$ cat config.mk
export PLATFORM = sky130hd
export DESIGN_NAME = hazard_sequencer
export DESIGN_NICKNAME = d
export VERILOG_FILES = /design/src/rtl/pipe_pkg.sv /design/src/rtl/instr_reg_use.sv /design/src/rtl/hazard_sequencer.sv
export SDC_FILE = /design/constraint.sdc
export NUM_CORES = 1
export LEC_CHECK = 0
export ABC_AREA = 1
export CORE_ASPECT_RATIO = 0.5
export CORE_UTILIZATION = 45
export CTS_CLUSTER_DIAMETER = 50
export DETAILED_ROUTE_END_ITERATION = 7
export GPL_ROUTABILITY_DRIVEN = 0
export HOLD_SLACK_MARGIN = 0.08
export PLACE_DENSITY = 0.87
export SYNTH_ARGS = -nofsm -noshare
export SYNTH_HDL_FRONTEND = slang
export SYNTH_HIERARCHICAL = 1
export SYNTH_SLANG_ARGS = --single-unit
$ cat constraint.sdc
create_clock -name clock -period 4.45 [get_ports clock]
set_input_delay 0.445 -clock clock [delete_from_list [all_inputs] [get_ports clock]]
set_output_delay 0.445 -clock clock [all_outputs]
set_load 0.01 [all_outputs]
$ cat src/rtl/pipe_pkg.sv
// Shared opcode constants, injected NOP word and sequencer state encoding
// for the four-stage IR1..IR4 pipeline.
package pipe_pkg;

    localparam logic [3:0] OP_LOAD  = 4'b0000;
    localparam logic [3:0] OP_STOP  = 4'b0001;
    localparam logic [3:0] OP_STORE = 4'b0010;
    localparam logic [3:0] OP_ADD   = 4'b0100;
    localparam logic [3:0] OP_BZ    = 4'b0101;
    localparam logic [3:0] OP_SUB   = 4'b0110;
    localparam logic [3:0] OP_NAND  = 4'b1000;
    localparam logic [3:0] OP_BNZ   = 4'b1001;
    localparam logic [3:0] OP_NOP   = 4'b1010;
    localparam logic [3:0] OP_BPZ   = 4'b1101;

    // Shift and ori are identified by their low three opcode bits only.
    localparam logic [2:0] SHIFT_LO = 3'b011;
    localparam logic [2:0] ORI_LO   = 3'b111;

    localparam logic [7:0] NOP_IR = 8'b00001010;

    typedef enum logic [1:0] {
        ST_RUN   = 2'd0,
        ST_STALL = 2'd1,
        ST_HALT  = 2'd2
    } seq_state_t;

endpackage

$ cat src/rtl/instr_reg_use.sv
// Decodes one instruction word into its register read/write usage and
// the memory/stop class flags needed for hazard detection.
module instr_reg_use
    import pipe_pkg::*;
(
    input  logic [7:0] ir,
    output logic       reads_ra,
    output logic       reads_rb,
    output logic       reads_k1,
    output logic       writes_ra,
    output logic       is_load,
    output logic       is_mem,
    output logic       is_stop
);

    logic [3:0] op;
    logic       unused_fields;

    assign op            = ir[3:0];
    assign unused_fields = ^ir[7:4];

    always_comb begin
        reads_ra  = 1'b0;
        reads_rb  = 1'b0;
        reads_k1  = 1'b0;
        writes_ra = 1'b0;
        is_load   = 1'b0;
        is_mem    = 1'b0;
        is_stop   = 1'b0;
        case (op)
            OP_LOAD: begin
                reads_rb  = 1'b1;
                writes_ra = 1'b1;
                is_load   = 1'b1;
                is_mem    = 1'b1;
            end
            OP_STORE: begin
                reads_ra = 1'b1;
                reads_rb = 1'b1;
                is_mem   = 1'b1;
            end
            OP_ADD, OP_SUB, OP_NAND: begin
                reads_ra  = 1'b1;
                reads_rb  = 1'b1;
                writes_ra = 1'b1;
            end
            OP_STOP: is_stop = 1'b1;
            OP_BZ, OP_BNZ, OP_BPZ, OP_NOP: ;
            default: begin
                if (op[2:0] == SHIFT_LO) begin
                    reads_ra  = 1'b1;
                    writes_ra = 1'b1;
                end else if (op[2:0] == ORI_LO) begin
                    reads_k1 = 1'b1;
                end
            end
        endcase
    end

endmodule

$ cat src/rtl/hazard_sequencer.sv
// Pipeline sequencer: stage load enables, PC hold, bubble/flush injection,
// memory-wait freeze, stop/halt, plus saturating stall and flush counters.
module hazard_sequencer
    import pipe_pkg::*;
#(
    parameter int CNT_W = 16
) (
    input  logic             clock,
    input  logic             reset,
    input  logic [7:0]       IR1Out,
    input  logic [7:0]       IR2Out,
    input  logic [7:0]       IR3Out,
    input  logic             BrTaken,
    input  logic             MemReady,
    output logic             PCWrite,
    output logic             IR1Load,
    output logic             IR2Load,
    output logic             IR3Load,
    output logic             IR4Load,
    output logic             IR1Flush,
    output logic             IR2Flush,
    output logic             Halted,
    output logic [CNT_W-1:0] StallCount,
    output logic [CNT_W-1:0] FlushCount
);

    // state | meaning
    // RUN   | normal issue; stop, branch and load-use evaluated here
    // STALL | single bubble cycle after a load-use hazard
    // HALT  | stop reached execute; IR3/IR4 drain, frozen until reset
    seq_state_t state, next_state;

    logic ir1_reads_ra, ir1_reads_rb, ir1_reads_k1, ir1_writes_ra;
    logic ir1_is_load, ir1_is_mem, ir1_is_stop;
    logic ir2_reads_ra, ir2_reads_rb, ir2_reads_k1, ir2_writes_ra;
    logic ir2_is_load, ir2_is_mem, ir2_is_stop;
    logic ir3_reads_ra, ir3_reads_rb, ir3_reads_k1, ir3_writes_ra;
    logic ir3_is_load, ir3_is_mem, ir3_is_stop;
    logic unused_use;

    logic       freeze, load_use;
    logic       inc_stall, inc_flush;
    logic [1:0] load_dst;

    localparam logic [CNT_W-1:0] CNT_ONE = {{(CNT_W-1){1'b0}}, 1'b1};

    instr_reg_use u_use_ir1 (
        .ir(IR1Out), .reads_ra(ir1_reads_ra), .reads_rb(ir1_reads_rb),
        .reads_k1(ir1_reads_k1), .writes_ra(ir1_writes_ra), .is_load(ir1_is_load),
        .is_mem(ir1_is_mem), .is_stop(ir1_is_stop)
    );

    instr_reg_use u_use_ir2 (
        .ir(IR2Out), .reads_ra(ir2_reads_ra), .reads_rb(ir2_reads_rb),
        .reads_k1(ir2_reads_k1), .writes_ra(ir2_writes_ra), .is_load(ir2_is_load),
        .is_mem(ir2_is_mem), .is_stop(ir2_is_stop)
    );

    instr_reg_use u_use_ir3 (
        .ir(IR3Out), .reads_ra(ir3_reads_ra), .reads_rb(ir3_reads_rb),
        .reads_k1(ir3_reads_k1), .writes_ra(ir3_writes_ra), .is_load(ir3_is_load),
        .is_mem(ir3_is_mem), .is_stop(ir3_is_stop)
    );

    assign unused_use = ^{ir1_writes_ra, ir1_is_load, ir1_is_mem, ir1_is_stop,
                          ir2_reads_ra, ir2_reads_rb, ir2_reads_k1, ir2_writes_ra, ir2_is_mem,
                          ir3_reads_ra, ir3_reads_rb, ir3_reads_k1, ir3_writes_ra,
                          ir3_is_load, ir3_is_stop};

    assign freeze   = !MemReady && ir3_is_mem;
    assign load_dst = IR2Out[7:6];
    // ori implicitly reads k1, so it collides only with a load into register 1.
    assign load_use = ir2_is_load &&
                      ((ir1_reads_ra && (IR1Out[7:6] == load_dst)) ||
                       (ir1_reads_rb && (IR1Out[5:4] == load_dst)) ||
                       (ir1_reads_k1 && (load_dst == 2'd1)));

    always_comb begin
        PCWrite    = 1'b0;
        IR1Load    = 1'b0;
        IR2Load    = 1'b0;
        IR3Load    = 1'b0;
        IR4Load    = 1'b0;
        IR1Flush   = 1'b0;
        IR2Flush   = 1'b0;
        Halted     = 1'b0;
        inc_stall  = 1'b0;
        inc_flush  = 1'b0;
        next_state = state;
        if (!reset) begin
            Halted = (state == ST_HALT);
            if (!freeze) begin
                case (state)
                    ST_HALT: begin
                        IR3Load = 1'b1;
                        IR4Load = 1'b1;
                    end
                    ST_STALL: begin
                        PCWrite    = 1'b1;
                        IR1Load    = 1'b1;
                        IR2Load    = 1'b1;
                        IR3Load    = 1'b1;
                        IR4Load    = 1'b1;
                        next_state = ST_RUN;
                    end
                    default: begin
                        IR3Load = 1'b1;
                        IR4Load = 1'b1;
                        IR2Load = 1'b1;
                        if (ir2_is_stop) begin
                            IR2Flush   = 1'b1;
                            next_state = ST_HALT;
                        end else if (BrTaken) begin
                            PCWrite   = 1'b1;
                            IR1Load   = 1'b1;
                            IR1Flush  = 1'b1;
                            IR2Flush  = 1'b1;
                            inc_flush = 1'b1;
                        end else if (load_use) begin
                            IR2Flush   = 1'b1;
                            inc_stall  = 1'b1;
                            next_state = ST_STALL;
                        end else begin
                            PCWrite = 1'b1;
                            IR1Load = 1'b1;
                        end
                    end
                endcase
            end
        end
    end

    always_ff @(posedge clock) begin
        if (reset) begin
            state      <= ST_RUN;
            StallCount <= '0;
            FlushCount <= '0;
        end else begin
            state <= next_state;
            if (inc_stall && (StallCount != '1))
                StallCount <= StallCount + CNT_ONE;
            if (inc_flush && (FlushCount != '1))
                FlushCount <= FlushCount + CNT_ONE;
        end
    end

endmodule

==> results.txt, run 1 <==
The run finished with clean final reports. Yosys printed 6 warnings. The via count of the first global-routing pass came out at 2063. In this run the core area contains 18 standard-cell rows. The first global-routing pass estimated 8870 microns of wire.

The number of hold violations in the final report is 0. The clock tree synthesis step divided the H-tree into 2 levels. Fill cells in the final layout number 434. Clock tree synthesis found a total of 34 sinks.

After detailed routing, the average wire length per cell comes to 10.6 microns. Registers take 681 sq um. The cell depth of the worst hold path is 2. The worst setup path is launched from an input port. Input and output buffers added on the ports amount to 60. The total power density per cell area works out to 221 nW/um^2.

Including well taps, the total number of placed cells is 462. The longest clock path from root to sink contains 2 buffers. Along the worst path, the maximum fanout reaches 4. The initial antenna violation count was 0; the delay of the slowest cell on the worst path was 580 ps. The total number of cells along the worst setup path was 12; the required time at the endpoint of the critical path was 4010 ps. The run gives 0 as the final max-slew violation count. Static timing analysis puts the maximum clock frequency at 339 MHz. The die is 53.1 microns tall. Max-cap violations in this run came to 0. The floorplan step defined a die boundary enclosing 5540 sq um.

After clock tree synthesis, the flow added hold-fix buffers numbering 0. Clock tree synthesis inserted a total of 5 buffers. On the critical path, the stage with the largest delay is an instance of clkdlybuf4s50_1. After detailed routing, the total wire length is 4990 microns. The floorplan step set the die width to 104 microns. The worst setup path is of the input port to output port kind.

During I/O placement, the number of pins put on the boundary was 68. Dividing the detail-routed via count by the number of cells gives 4.88. In this run the mean area of a mapped cell was 6.92 sq um.

The tightest min-delay check is of the register to register type. TritonCTS built the clock tree. Uppermost metal layer occupied by signal nets: met4. After the first detailed-routing iteration, the DRC count stood at 70.

For the worst relative slew slack, the log shows 55.1%. The total vias in the final route is 2295. The transition time at the pin with the least slew margin is 668 ps, and the largest net degree at the start of global routing is 25. The smallest clock period supported by the final layout is computed as 2950 ps. Summed over all layers, the global routing overflow is 0.

The core region is 4980 sq um. Setup violations remaining at the end of the flow were counted as 0. The number of buffers and inverters on the critical path is 4. For the final-layout setup total negative slack, the log shows 0 ps.

Post-route fraction of the period consumed by the critical path: 66.3%. For the met3 layer wire length in the routed design, the log shows 193 microns. The final total power came out at 0.679 mW.

The kind of cell with the highest combined delay along the critical path is buffers and inverters. Wire segments on met2 add up to 2480 microns in the final route. For this run, the total global-route usage over all layers was measured as 19.9%.

For the peak supply drop, the log shows 0.123 mV. After clock tree synthesis, the clock-pin slew on the worst setup and hold paths is 70 ps. The post-CTS repair timing setup buffer count is 0, and the placed wire-length estimate after detailed placement is 3730 microns. For the detailed-routing iteration count for the pre-antenna-repair pass, the log shows 4. The multi-input logic area was 1420 sq um.

Buffer cell driving the clock tree root: clkbuf_8. Number of resized instances in the post-cts repair step: 0. The worst setup path is captured at an output port.

OpenSTA, run right after detailed placement, puts the worst setup slack at 1470 ps. For the final database, setup skew stands at 6.61 ps. Counting cells, the worst reg-to-reg path comes to 10. The layout cell share with drive strength beyond 1 works out to 15.5%. For the worst-skew pair, the clock arrives at the later sink with an insertion delay of 290 ps.

0 antenna diodes ended up in the layout. At the end of the flow, the number of nets in the layout was 431. The tools report the starting density of the core as 47.3%. The number of nets produced by synthesis was 372; the static leakage was 1.17 nW.

The run gives 2350 sq um as the combined area of all synthesized cells. For the antenna violation net count after detailed routing, the log shows 0. Setup repair after global routing left no endpoint under its margin. In the final routing, the length of wire on met1 measures 2300 microns.

The finished layout holds 470 standard cells, fillers aside. Synthesis-to-finish area growth: 30.9%. Synthesis handed over a netlist of 340 instances.

Traced cell by cell, the critical path runs through clkdlybuf4s50_1 > inv_1 > nor2_1 > nand2_1 > nand3_2 > inv_1 > a21oi_1 > nand3_1 > nand3_4 > nand2_1 > a211oi_1 > clkdlybuf4s50_1. Across all setup checks in the final design, the least slack found is 1500 ps. For this run, design rule violations remaining after detail routing come to 0.

For the worst setup path, the data arrival time is 2510 ps. The final standard cell utilization of the core came out at 61.8%.
-- layout by cell type (no fill, tap or decap), drive strengths merged, types with 3 or more instances in the layout --
cell type       n
a21oi          32
clkbuf          8
clkdlybuf4s50  60
dfxtp          34
ha              4
inv            45
nand2          95
nand3          24
nand3b          3
nand4           8
nor2           42
nor3           10
o21ai           9
xnor2          12
xor2            8
-- where the power goes --
part           leakage (nW)  total [mW]  internal (mW)  switching [mW]
logic                 0.841      0.0972         0.0462          0.0511
clock network        0.0575       0.271          0.156           0.115
registers             0.274       0.311          0.307         0.00331
-- per-layer routing --
metal / vias to the layer above / global-route usage, %
li1: 1194 / -
met5: - / 0
met3: 3 / 3.94
met4: 0 / 5.95
met2: 40 / 36.9
met1: 1058 / 23.9
-- stage by stage --
stage               instance area (sq um)  hold WS, ps
floorplan                            2350          475
global placement                     2970          466
detailed placement                   2970          472
CTS                                  3080          484
global route                         3080          524
finish                               3080          483
-- cell type report --
cell class | instances | area share (%)
Sequential cell | 34 | 22.1
Clock buffer | 8 | 3.58
Multi-Input combinational cell | 252 | 46.2
Inverter | 45 | 5.49
Timing Repair Buffer | 61 | 19.8
Tap cell | 70 | 2.85
-- state kept, by name, summed over array words and instances, names as in the netlist --
name and cells:
FlushCount 16, StallCount 16, state 2
-- path summary, 6_finish.rpt --
path / endpoint / start / slack [ps]
setup reg to reg: FlushCount[6] / state[0] / 2550
hold reg to reg: FlushCount[4] / FlushCount[4] / 480
hold / removal: FlushCount[4] / FlushCount[4] / 480
setup / recovery: IR2Flush / IR1Out[3] / 1500
-- tightest hold or removal path: stages (launching register included) --
cell and delay, ps:
dfxtp_1 340, inv_1 60, a21oi_1 50
Power figures use the tool's default switching activity.
==> run 2: changes to the inputs <==
- CORE_UTILIZATION: 45 -> 44
- PLACE_DENSITY: 0.87 -> 0.89
- clock period: 4.45 -> 2.5 ns (I/O delays scaled with it)
==> results.txt, run 2 (synthesized netlist as in run 1, its figures left out) <==
The routed length per placed instance came out at 11.2 microns (was 10.6 microns). The y dimension of the die was 53.7 microns (was 53.1 microns). The reg-to-reg startpoint was state[0] (unchanged). The number of sinks handled by clock tree synthesis is 34 (unchanged), and the largest buffer count on any clock path is 2 (unchanged). The peak supply drop is 0.201 mV (was 0.123 mV), and the fmax is 452 MHz.

The classification of the worst setup path was register to output port (was input port to output port). The number of buffer cells added on primary ports is 60 (unchanged), and the transition time at the pin with the least slew margin is 380 ps (was 668 ps). The tools report the area of the die as 5660 sq um (was 5540 sq um). The initial antenna violation count came out at 0 (unchanged). Commonest cells after routing, fill and taps aside: nand2_1, clkdlybuf4s50_1, inv_1 (unchanged). The clock-pin transition on the worst setup and hold timing paths was 70 ps (about the same). The start point of the worst min-delay path was FlushCount[4] (unchanged). For the worst relative slew slack, the log shows 74.5% (was 55.1%). The layout cell share with drive strength beyond 1 came out at 15.9% (was 15.5%).

The met1 routing resource usage after global routing came out at 23.5% (was 23.9%). The run gives 5310 microns (was 4990 microns) as the final wirelength. For the clock buffer count from CTS, the log shows 5 (unchanged). Most crowded layer after global routing: met2 (unchanged).

The tools report the antenna diode instance count as 0 (unchanged). The instance area at placement is 2990 sq um (was 2970 sq um). Number of primary I/O pins: 68 (unchanged). Total vias in the final route: 2306 (was 2295). The static leakage was 1.20 nW (was 1.17 nW); the number of setup violations in the final report was 0 (unchanged). The number of placed instances, taps included is 465 (was 462), and the mean number of vias per cell is 4.88 (about the same).

The type of the tightest min-delay check was register to register (unchanged). Placed wire-length estimate after detailed placement: 3910 microns (was 3730 microns). The biggest fanout along the worst timing path is 3 (was 4). The tools report the sort of element at the end of the critical path as an output port (unchanged). Required time at the endpoint of the critical path: 2250 ps (was 4010 ps). The minimum period implied by the final worst setup slack came out at 2210 ps. The final instance area is 3090 sq um (was 3080 sq um). The placeable core area is 5020 sq um (was 4980 sq um), and the reg2reg setup slack is 600 ps (was 2550 ps).

Via count of the first global-routing pass: 2118 (was 2063). The nature of the critical path startpoint was a register (was an input port). Final global-route overflow total: 0 (unchanged). Setup repair after global routing left no endpoint under its margin. The tools report the H-tree depth as 2 (unchanged).

The starting density of the core was 46.8% (was 47.3%). The flow ran to the end, and the final reports show no timing, DRC or antenna violations. The launching element of the worst setup path is state[0] (was IR1Out[3]). The largest net degree at the start of global routing was 24 (was 25). The total power density per cell area is 374 nW/um^2 (was 221 nW/um^2), and the number of violations reported at the end of detailed-routing iteration 0 is 96 (was 70).

The run gives 3.75% (was 3.94%) as the met3 routing resource usage after global routing. The run gives 0 (unchanged) as the number of buffers inserted by hold repair at cts. TritonCTS built the clock tree. The tools report the buffer cell driving the clock tree root as clkbuf_8 (unchanged). The tools report the max-capacitance violation count as 0 (unchanged). The tools report the detailed-routing iteration count for the pre-antenna-repair pass as 4 (unchanged). The net count reported at finish was 434 (was 431); the combined global-route utilization of all metal layers was 20.1% (was 19.9%). The run gives 0 (unchanged) as the number of remaining DRC errors. The global-route wire length before repair came out at 9120 microns (was 8870 microns). The synthesis-to-finish area growth works out to 31.2% (was 30.9%).

The worst path uses 88.5% of the clock period. The logs give 39.0% (was 36.9%) for the fraction of met2 tracks used by global routing and 6.84 ps (was 6.61 ps) for the worst clock skew on the final layout. For the number of hold violations in the final report, the log shows 0 (unchanged). Registers with the most flip-flops: FlushCount (16), StallCount (16), state (2) (unchanged). The arrival time at the worst endpoint is 1960 ps (was 2510 ps).

The most common cell after layout, fill and taps aside was nand2_1 (unchanged). The worst hold margin was 499 ps (was 483 ps); the die outline width was 105 microns (was 104 microns). The placement row count was 18 (unchanged); the count of non-filler cells in the finished layout was 473 (was 470).

The final max-slew violation count is 0 (unchanged), and the clock insertion delay at the later pin of the skew report is 290 ps (about the same). The antenna violation net count after detailed routing was 0 (unchanged).
## run 2: changes by cell type in the layout (fill, tap and decap cells not counted), moves of 2 or more
cell / previous run / this run
buf_4: 1 / 4
clkbuf_8: 8 / 6
clkdlybuf4s50_1: 60 / 57
dlymetal6s2s_1: 0 / 2
## run 2: power by group
group / internal (mW) / total (mW) / switching (mW)
combinational: 0.0825 / 0.174 / 0.0919
clock: 0.222 / 0.425 / 0.203
sequential: 0.547 / 0.553 / 0.00605
total: 0.852 / 1.15 / 0.301
## run 2: critical path, cell delays in order, from the launching register on
cell	delay [ps]
dfxtp_1	340
inv_1	60
ha_1	270
inv_1	50
nor2_1	150
nand2_2	110
nor2_2	130
clkdlybuf4s50_1	570
## run 2: repair_timing
action                                  CTS  global route
resized for setup                         1             2
endpoints found under the setup margin    1             2
buffers inserted                          0             0
## run 2: through the flow
stage | util (%) | power, mW | TNS [ps] | setup WS, ps
3_3_place_gp | 59.5 | 0.739 | 0 | 35.4
6_report | 61.4 | 1.15 | 0 | 288
3_5_place_dp | 59.5 | 0.743 | -10.7 | -10.7
4_1_cts | 61.3 | 1.16 | 0 | 109
2_1_floorplan | - | 0.669 | 0 | 853
5_1_grt | 61.4 | 1.20 | 0 | 57.6
## run 2: worst paths after layout
check	to	cells past startpoint
hold reg to reg	FlushCount[4]	2
hold / removal	FlushCount[4]	2
setup / recovery	IR1Flush	7
setup reg to reg	FlushCount[6]	10
## run 2: layout make-up
| class | count | area [sq um] |
|---|---|---|
| Multi-Input combinational cell | 252 | 1420 |
| Clock buffer | 7 | 86.3 |
| Inverter | 45 | 169 |
| Fill cell | 436 | 1940 |
| Tap cell | 70 | 87.6 |
| Timing Repair Buffer | 64 | 634 |
| Sequential cell | 34 | 681 |
| Clock inverter | 1 | 5.00 |
## run 2: routing by layer
| layer | share of wire [%] | wire (microns) |
|---|---|---|
| met3 | 3.3 | 177 |
| met4 | 1.2 | 64 |
| met1 | 46 | 2430 |
| met5 | 0 | 0 |
| met2 | 50 | 2640 |
